## src/rtl/nettlp_cmd_rx_if.sv

```systemverilog
// nettlp_cmd_rx_if: command types plus the AXI-Stream payload / command FIFO bundle
// Ports: s_axis_* payload stream (tvalid/tready/tdata/tkeep/tlast),
//        fifo_cmd_o_* command FIFO write side (wr_en/full/din).
//        slave = receiver view, master = source/FIFO view.
package nettlp_cmd_pkg;
    localparam logic [7:0] NETTLP_OPC_REG_RD = 8'h01;
    localparam logic [7:0] NETTLP_OPC_REG_WR = 8'h02;
    typedef struct packed {
        logic [7:0]  opcode;
        logic [15:0] dwaddr;
        logic [31:0] data;
    } FIFO_NETTLP_CMD_T;
endpackage

interface nettlp_cmd_rx_if;
    import nettlp_cmd_pkg::*;
    logic             s_axis_tvalid;
    logic             s_axis_tready;
    logic [63:0]      s_axis_tdata;
    logic [7:0]       s_axis_tkeep;
    logic             s_axis_tlast;
    logic             fifo_cmd_o_wr_en;
    logic             fifo_cmd_o_full;
    FIFO_NETTLP_CMD_T fifo_cmd_o_din;
    modport slave (
        input  s_axis_tvalid, s_axis_tdata, s_axis_tkeep, s_axis_tlast, fifo_cmd_o_full,
        output s_axis_tready, fifo_cmd_o_wr_en, fifo_cmd_o_din
    );
    modport master (
        output s_axis_tvalid, s_axis_tdata, s_axis_tkeep, s_axis_tlast, fifo_cmd_o_full,
        input  s_axis_tready, fifo_cmd_o_wr_en, fifo_cmd_o_din
    );
endinterface

```

## src/rtl/nettlp_cmd_rx.sv

```systemverilog
// nettlp_cmd_rx: parse NetTLP command packets from a 64-bit stream into a command FIFO
// Ports: clk, rst (sync, active-high); s = payload stream in / command FIFO out;
//        stat_pkt_cnt / stat_cmd_cnt / stat_err_cnt = good packets, commands written, errors.
module nettlp_cmd_rx #(
    parameter int MAX_CMDS = 64
) (
    input  logic               clk,
    input  logic               rst,
    nettlp_cmd_rx_if.slave     s,
    output logic [15:0]        stat_pkt_cnt,
    output logic [15:0]        stat_cmd_cnt,
    output logic [15:0]        stat_err_cnt
);
    import nettlp_cmd_pkg::*;

    typedef enum logic [1:0] {HDR, CMD, DROP} state_t;

    localparam logic [15:0] MAX_N = 16'(MAX_CMDS);

    state_t      r_state, w_state_nxt;
    logic [15:0] r_rem, w_rem_nxt;
    logic        w_pkt_inc, w_err_inc, w_acc, w_cmd_ok;
    logic [15:0] w_n;
    logic [7:0]  w_opc;

    assign w_n   = {s.s_axis_tdata[7:0], s.s_axis_tdata[15:8]};
    assign w_opc = s.s_axis_tdata[7:0];
    assign w_cmd_ok = (w_opc == NETTLP_OPC_REG_RD || w_opc == NETTLP_OPC_REG_WR) && s.s_axis_tkeep == 8'hFF;

    // tready is held low in the reset cycle, so nothing is accepted or written then;
    // in CMD it follows the FIFO, which also keeps wr_en off while full.
    assign s.s_axis_tready    = rst ? 1'b0 : (r_state == CMD ? !s.fifo_cmd_o_full : 1'b1);
    assign w_acc              = s.s_axis_tvalid && s.s_axis_tready;
    assign s.fifo_cmd_o_wr_en = w_acc && r_state == CMD && w_cmd_ok;
    assign s.fifo_cmd_o_din   = rst ? '0 : {w_opc, s.s_axis_tdata[23:16], s.s_axis_tdata[31:24],
                                s.s_axis_tdata[39:32], s.s_axis_tdata[47:40],
                                s.s_axis_tdata[55:48], s.s_axis_tdata[63:56]};

    always_comb begin
        w_state_nxt = r_state;
        w_rem_nxt   = r_rem;
        w_pkt_inc   = 1'b0;
        w_err_inc   = 1'b0;
        if (w_acc) begin
            case (r_state)
                HDR: begin
                    if (s.s_axis_tlast) begin
                        w_pkt_inc = w_n == 16'd0;
                        w_err_inc = w_n != 16'd0;
                    end else if (w_n == 16'd0 || w_n > MAX_N) begin
                        w_err_inc   = 1'b1;
                        w_state_nxt = DROP;
                    end else begin
                        w_rem_nxt   = w_n;
                        w_state_nxt = CMD;
                    end
                end
                CMD: begin
                    // a bad command and a framing error on the same beat count once
                    w_rem_nxt = r_rem - 16'd1;
                    w_err_inc = !w_cmd_ok;
                    if (r_rem == 16'd1) begin
                        w_pkt_inc   = s.s_axis_tlast;
                        w_err_inc   = !w_cmd_ok || !s.s_axis_tlast;
                        w_state_nxt = s.s_axis_tlast ? HDR : DROP;
                    end else if (s.s_axis_tlast) begin
                        w_err_inc   = 1'b1;
                        w_state_nxt = HDR;
                    end
                end
                default: w_state_nxt = s.s_axis_tlast ? HDR : DROP;
            endcase
        end
    end

    always_ff @(posedge clk) begin
        if (rst) begin
            r_state      <= HDR;
            r_rem        <= '0;
            stat_pkt_cnt <= '0;
            stat_cmd_cnt <= '0;
            stat_err_cnt <= '0;
        end else begin
            r_state      <= w_state_nxt;
            r_rem        <= w_rem_nxt;
            stat_pkt_cnt <= stat_pkt_cnt + {15'd0, w_pkt_inc};
            stat_cmd_cnt <= stat_cmd_cnt + {15'd0, s.fifo_cmd_o_wr_en};
            stat_err_cnt <= stat_err_cnt + {15'd0, w_err_inc};
        end
    end
endmodule

```

## src/flat_wrapper.sv

```systemverilog
// flat-port wrapper written by rule: the top's interface ports become plain ports
module nettlp_cmd_rx_flat import nettlp_cmd_pkg::*;
#(
    parameter int MAX_CMDS = 64
)
  (clk, rst, stat_pkt_cnt, stat_cmd_cnt, stat_err_cnt, s_s_axis_tvalid, s_s_axis_tdata, s_s_axis_tkeep, s_s_axis_tlast, s_fifo_cmd_o_full, s_s_axis_tready, s_fifo_cmd_o_wr_en, s_fifo_cmd_o_din);
  nettlp_cmd_rx_if s_i ();
  input  logic clk;
  input  logic rst;
  output logic [15:0] stat_pkt_cnt;
  output logic [15:0] stat_cmd_cnt;
  output logic [15:0] stat_err_cnt;
  input wire logic [$bits(s_i.s_axis_tvalid)-1:0] s_s_axis_tvalid;
  input wire logic [$bits(s_i.s_axis_tdata)-1:0] s_s_axis_tdata;
  input wire logic [$bits(s_i.s_axis_tkeep)-1:0] s_s_axis_tkeep;
  input wire logic [$bits(s_i.s_axis_tlast)-1:0] s_s_axis_tlast;
  input wire logic [$bits(s_i.fifo_cmd_o_full)-1:0] s_fifo_cmd_o_full;
  output wire logic [$bits(s_i.s_axis_tready)-1:0] s_s_axis_tready;
  output wire logic [$bits(s_i.fifo_cmd_o_wr_en)-1:0] s_fifo_cmd_o_wr_en;
  output wire logic [$bits(s_i.fifo_cmd_o_din)-1:0] s_fifo_cmd_o_din;
  assign s_i.s_axis_tvalid = s_s_axis_tvalid;
  assign s_i.s_axis_tdata = s_s_axis_tdata;
  assign s_i.s_axis_tkeep = s_s_axis_tkeep;
  assign s_i.s_axis_tlast = s_s_axis_tlast;
  assign s_i.fifo_cmd_o_full = s_fifo_cmd_o_full;
  assign s_s_axis_tready = s_i.s_axis_tready;
  assign s_fifo_cmd_o_wr_en = s_i.fifo_cmd_o_wr_en;
  assign s_fifo_cmd_o_din = s_i.fifo_cmd_o_din;
  nettlp_cmd_rx #(.MAX_CMDS(MAX_CMDS)) u_core (.clk(clk), .rst(rst), .s(s_i), .stat_pkt_cnt(stat_pkt_cnt), .stat_cmd_cnt(stat_cmd_cnt), .stat_err_cnt(stat_err_cnt));
endmodule
```

## config.mk

```make
export PLATFORM = sky130hd
export DESIGN_NAME = nettlp_cmd_rx_flat
export DESIGN_NICKNAME = d
export VERILOG_FILES = /design/src/rtl/nettlp_cmd_rx_if.sv /design/src/rtl/nettlp_cmd_rx.sv /design/src/flat_wrapper.sv
export SDC_FILE = /design/constraint.sdc
export NUM_CORES = 1
export LEC_CHECK = 0
export CAP_MARGIN = 20
export CELL_PAD_IN_SITES_DETAIL_PLACEMENT = 1
export CELL_PAD_IN_SITES_GLOBAL_PLACEMENT = 1
export CORE_MARGIN = 1.5
export CORE_UTILIZATION = 26
export DETAILED_ROUTE_END_ITERATION = 8
export GPL_TIMING_DRIVEN = 1
export PLACE_DENSITY = 0.8
export SLEW_MARGIN = 15
export SYNTH_ARGS = -nofsm -noshare
export SYNTH_HDL_FRONTEND = slang
export SYNTH_SLANG_ARGS = --single-unit
```

## constraint.sdc

```tcl
create_clock -name clk -period 3.1 [get_ports clk]
set_input_delay 0.775 -clock clk [delete_from_list [all_inputs] [get_ports clk]]
set_output_delay 0.775 -clock clk [all_outputs]
set_load 0.02 [all_outputs]
```

# After elaboration in Yosys (flattened, before gate mapping)
# Index checks and enable logic that the tools add are counted.
word_totals:
  ff_bits: 66
  word_cells: 56
classes:
  addsub: 4
  order_cmp: 1
  eq_ne: 8
  n_mux: 22
  reduce_logical: 16
ops:
  columns: ["operator", "n"]
  rows:
  - ["2-to-1 mux 56 bit", 1]
  - ["adder 16 x 1 -> 16 bit", 3]
  - ["2-to-1 mux 16 bit", 2]
  - ["one-hot mux 16 bit (2 select lines)", 1]
  - ["equality test 16 x 1 -> 1 bit (second input constant)", 1]
  - ["> comparator 16 x 7 -> 1 bit (second input constant)", 1]
  - ["logical NOT 16 bit", 1]
  - ["nonzero test 16 bit", 1]
  - ["subtractor 16 x 1 -> 16 bit (second input constant)", 1]
  - ["2-to-1 mux 1 bit", 10]
  - ["2-to-1 mux 2 bit", 5]
  - ["equality test 8 x 1 -> 1 bit (second input constant)", 1]
  - ["equality test 8 x 2 -> 1 bit (second input constant)", 1]
  - ["equality test 8 bit (second input constant)", 1]
  - ["logical AND 1 bit", 4]
  - ["!= test 2 bit (second input constant)", 2]
  - ["one-hot mux 1 bit (2 select lines)", 2]
  - ["one-hot mux 2 bit (2 select lines)", 1]
  - ["AND reduction 4 bit", 1]
  - ["logical NOT 1 bit", 3]
  - ["logical OR 1 bit", 3]
  - ["!= test 3 bit (second input constant)", 1]
  - ["AND reduction 3 bit", 1]
  - ["equality test 2 x 1 -> 1 bit (second input constant)", 1]
  - ["other kinds (2)", 2]

# Longest topological paths before layout
logic_depth:
  word_depth: 9
  ltp_mapped: 14

# Worst setup path before layout
# No wires, ideal clock.
synth_path:
  kind: "input port to flip-flop"
  startpoint: "input rst"
  endpoint: "register u_core.stat_cmd_cnt[15]"
  t_arrival_ns: 3.131
  required_ns: 2.972
  path_slack_ns: -0.159
  stages: 11
  path_cell_list: "nand2b_1 -> or3_1 -> clkbuf_1 -> buf_2 -> nor2_1 -> ha_1 -> nand3_1 -> nor4_1 -> nand3_1 -> xor2_1 -> nor2_1"
synth_between:
  elab_chain_cells: 5
synth_lines:
  columns: ["item", "line_no", "rtl"]
  rows:
  - ["start: declaration", "flat_wrapper.sv:9", "input logic rst;"]
  - ["2-to-1 mux 1 bit", "nettlp_cmd_rx.sv:32", "assign s.s_axis_tready = rst ? 1'b0 : (r_state == CMD ? !s.fifo_cmd_o_full : 1'b1);"]
  - ["logical AND 1 bit", "nettlp_cmd_rx.sv:33", "assign w_acc = s.s_axis_tvalid && s.s_axis_tready;"]
  - ["logical AND 1 bit (2 in series)", "nettlp_cmd_rx.sv:34", "assign s.fifo_cmd_o_wr_en = w_acc && r_state == CMD && w_cmd_ok;"]
  - ["net s_fifo_cmd_o_wr_en", "flat_wrapper.sv:19", "output wire logic [$bits(s_i.fifo_cmd_o_wr_en)-1:0] s_fifo_cmd_o_wr_en;"]
  - ["adder 16 x 1 -> 16 bit", "nettlp_cmd_rx.sv:87", "stat_cmd_cnt <= stat_cmd_cnt + {15'd0, s.fifo_cmd_o_wr_en};"]
  - ["end signal: assignment", "nettlp_cmd_rx.sv:87", null]
  - ["end: declaration", "nettlp_cmd_rx.sv:11", "output logic [15:0] stat_cmd_cnt,"]
# The timed path passes the listed nets, and every way through them passes these cells.
# A chain may end at the register's enable or synchronous reset.

# Worst setup path in the final report
layout_path:
  startpoint: "input s_s_axis_tkeep[7]"
  endpoint: "output s_fifo_cmd_o_wr_en"
layout_between:
  elab_chain_cells: 3
layout_lines:
  columns: ["item", "line_no", "rtl"]
  rows:
  - ["start: declaration", "flat_wrapper.sv:15", "input wire logic [$bits(s_i.s_axis_tkeep)-1:0] s_s_axis_tkeep;"]
  - ["equality test 8 bit", "nettlp_cmd_rx.sv:28", "assign w_cmd_ok = (w_opc == NETTLP_OPC_REG_RD || w_opc == NETTLP_OPC_REG_WR) && s.s_axis_tkeep == 8'hFF;"]
  - ["logical AND 1 bit", "nettlp_cmd_rx.sv:28", null]
  - ["logical AND 1 bit", "nettlp_cmd_rx.sv:34", null]
  - ["end: declaration", "flat_wrapper.sv:19", null]
# No other way between the ends.

==> impl_metrics.py <==
metrics = {
    "run_status": {
        "status": "finished clean",
    },
    "floorplanning": {
        "fp.coreArea_sq_um": 13900,
        "dieHeight_um": 123,
        "num_rows": 43,
        "dieArea_sq_um": 15100,
        "ios": 183,
        "die_w_um": 123,
        "initial_core_util_pct": 26.7,
    },
    "finish": {
        "syn2layout_area_growth_pct": 79.7,
        "post_layout_nonfiller_instances": 857,
        "n_fill_cell": 1600,
        "final_nets": 757,
        "drive_above_1_share_pct": 18.5,
        "diodes": 0,
        "fin_util_pct": 48.0,
    },
    "synthesis": {
        "ys.flop_type": "dfxtp_1",
        "syn_area_sq_um": 3730,
        "yosysSeqAreaShare_pct": 35.5,
        "synth_edf_count": 0,
        "yosysWarnings": 0,
        "syn_area_per_cell_sq_um": 8.32,
        "netlist_instances": 448,
        "ys_top_cells_by_area": "dfxtp_1 35%, nor2b_1 11%, nor2_1 5.1%",
        "async_flop_share_pct": 0,
        "ys_top_cells_by_count": "66 x dfxtp_1, 65 x nor2b_1, 51 x nor2_1",
        "synth_cell_types": 58,
        "synth_fp_nets": 533,
        "yosysMostFrequentCell": "dfxtp_1",
        "synth.largest_area_cell": "dfxtp_1",
        "synth_seq_cells": 66,
        "synth_top_area_share_pct": 35.5,
    },
    "critical_path": {
        "worstRegToRegCells": 13,
        "cp.arrival_ps": 2270,
        "critical_path_class": "input port to primary output",
        "cp.required_ps": 2320,
        "start_kind": "input port",
        "cp_max_fo": 2,
        "critPathCaptureType": "primary output",
    },
    "clock_tree": {
        "path_clk_slew_ps": 50,
        "clockBufferDepth": 2,
        "cts_root_buf": "clkbuf_16",
        "h-tree-depth": 3,
        "cts_buffers": 9,
        "clock_latency_ps": 330,
        "cts_tree": "yes",
        "cts_hold_buffers": 0,
        "cts_sinks": 66,
    },
    "drt": {
        "drtPass1Iterations": 4,
        "finalWirelength_um": 14300,
        "via_per_inst": 4.93,
        "dr.first_iter.drc_count": 168,
        "drt-wirelength-per-cell_um": 16.7,
        "drcViolationCount": 0,
        "ant_nets": 0,
        "dr_total_vias": 4222,
    },
    "sta": {
        "drv_slew": 0,
        "finalHoldViolations": 0,
        "setup_viol": 0,
        "max_freq_ghz": 0.328,
        "worst_slack_ps": 51.7,
        "min_period_ps": 3050,
        "skew_ps": 5.34,
        "fin_crit_sh_pct": 98.3,
        "slew_headroom_pct": 51.4,
        "rsz0062_at_grt": "yes",
        "worst_slew_pin_slew_ps": 729,
    },
    "placement": {
        "numPlacedInstances": 834,
        "port_buffers": 182,
        "pre_cts_ws_ps": -735,
        "place.gp.congestion": 0.841,
        "hpwl_um": 10800,
    },
    "min_path": {
        "hold_path.class": "flop to flop",
        "hold_depth": 2,
    },
    "global_route": {
        "grt_pass1_vias": 4490,
        "grt_max_degree": 64,
        "grt_pass1_wl_um": 22800,
        "grt_overflow": 0,
        "antenna_found_initial": 0,
        "grt_usage_pct": 19.4,
    },
    "power": {
        "power_leakage_nw": 2.57,
        "ir_worst_vdd_uv": 265,
        "pwr_density_cell_nw_per_um2": 356,
    },
    "flow_run": {
        "cap_violations": 0,
    },
}
-- stage by stage --
stage / setup TNS [ps] / total power, mW / hold slack (ps) / instance area (sq um)
final: 0 / 2.38 / 511 / 6700
after floorplan: 0 / 0.999 / 476 / 3730
after CTS: 0 / 2.40 / 512 / 6560
after detailed placement: -21540 / 1.22 / 504 / 6020
after global placement: -19470 / 1.21 / 484 / 6020
after global routing: -32.2 / 2.47 / 540 / 6700
-- worst paths after layout --
| check | from | end | slack [ps] |
|---|---|---|---|
| worst min register to register | u_core.stat_pkt_cnt[6]$_SDFF_PP0_ | u_core.stat_pkt_cnt[6]$_SDFF_PP0_ | 510 |
| worst max-delay path | s_s_axis_tkeep[7] | s_fifo_cmd_o_wr_en | 50 |
| worst max register to register | u_core.r_rem[1]$_SDFFE_PP0P_ | u_core.stat_err_cnt[9]$_SDFF_PP0_ | 300 |
| worst min-delay path | u_core.stat_pkt_cnt[6]$_SDFF_PP0_ | u_core.stat_pkt_cnt[6]$_SDFF_PP0_ | 510 |
-- state kept, by name (all words and copies together), names as in the netlist --
name,count
u_core.r_state,2
u_core.stat_pkt_cnt,16
u_core.stat_cmd_cnt,16
u_core.r_rem,16
u_core.stat_err_cnt,16
-- power breakdown --
part / switching, mW / total [mW] / internal (mW)
Sequential: 0.00444 / 0.856 / 0.851
Combinational: 0.153 / 0.348 / 0.195
Clock: 0.390 / 1.18 / 0.788
Total: 0.548 / 2.38 / 1.83
-- cell usage in the layout (no fill, tap or decap), drive strengths merged, types with 11 or more instances in the layout --
cell type	netlist	layout
nand2	28	28
clkbuf	12	13
xnor2	16	16
xor2	20	20
buf	7	53
a21oi	20	20
nor4	13	13
nand4	11	11
clkdlybuf4s50	0	163
nor2	52	52
nor2b	66	66
nand3	23	23
dfxtp	66	66
o21ai	12	12
-- final cells by class --
type / count / area (sq um) / share of cell area [%]
clock inverter: 6 / 114 / 1.70
inverter: 5 / 18.8 / 0.280
timing repair buffer: 232 / 2220 / 33.1
sequential: 66 / 1320 / 19.7
clock buffer: 10 / 229 / 3.42
tap: 180 / 225 / 3.36
multi-input combinational: 358 / 2570 / 38.4
-- repair_timing --
action                                  4_1_cts  5_1_grt
resized for setup                            54       38
setup buffers                                 3        4
pin swaps                                    19       17
endpoints found under the setup margin       36       27
-- cells by family after synthesis --
| family | synth area share [%] |
|---|---|
| AOI/OAI and AO/OA | 12.4 |
| xor gates and xnor gates | 8.46 |
| and+or+nand+nor | 37.9 |
| muxes | 0.537 |
| adders and majority gates | 2.69 |
| DFF | 35.5 |
| buffers and inverters | 2.59 |
-- layer usage --
layer,wire [um],vias to the layer above,track usage [%]
li1,-,2031,-
met1,5770,2038,22.4
met2,7490,131,34.8
met3,768,22,4.83
met4,285,0,6.40
met5,0,-,0
-- critical path, cell delays in order --
cell	delay, ps
clkdlybuf4s50_1	480
nand4_1	160
or4_4	460
nor2_4	180
buf_6	120
buf_6	100
Note: power is estimated with default switching activity, not from simulation.
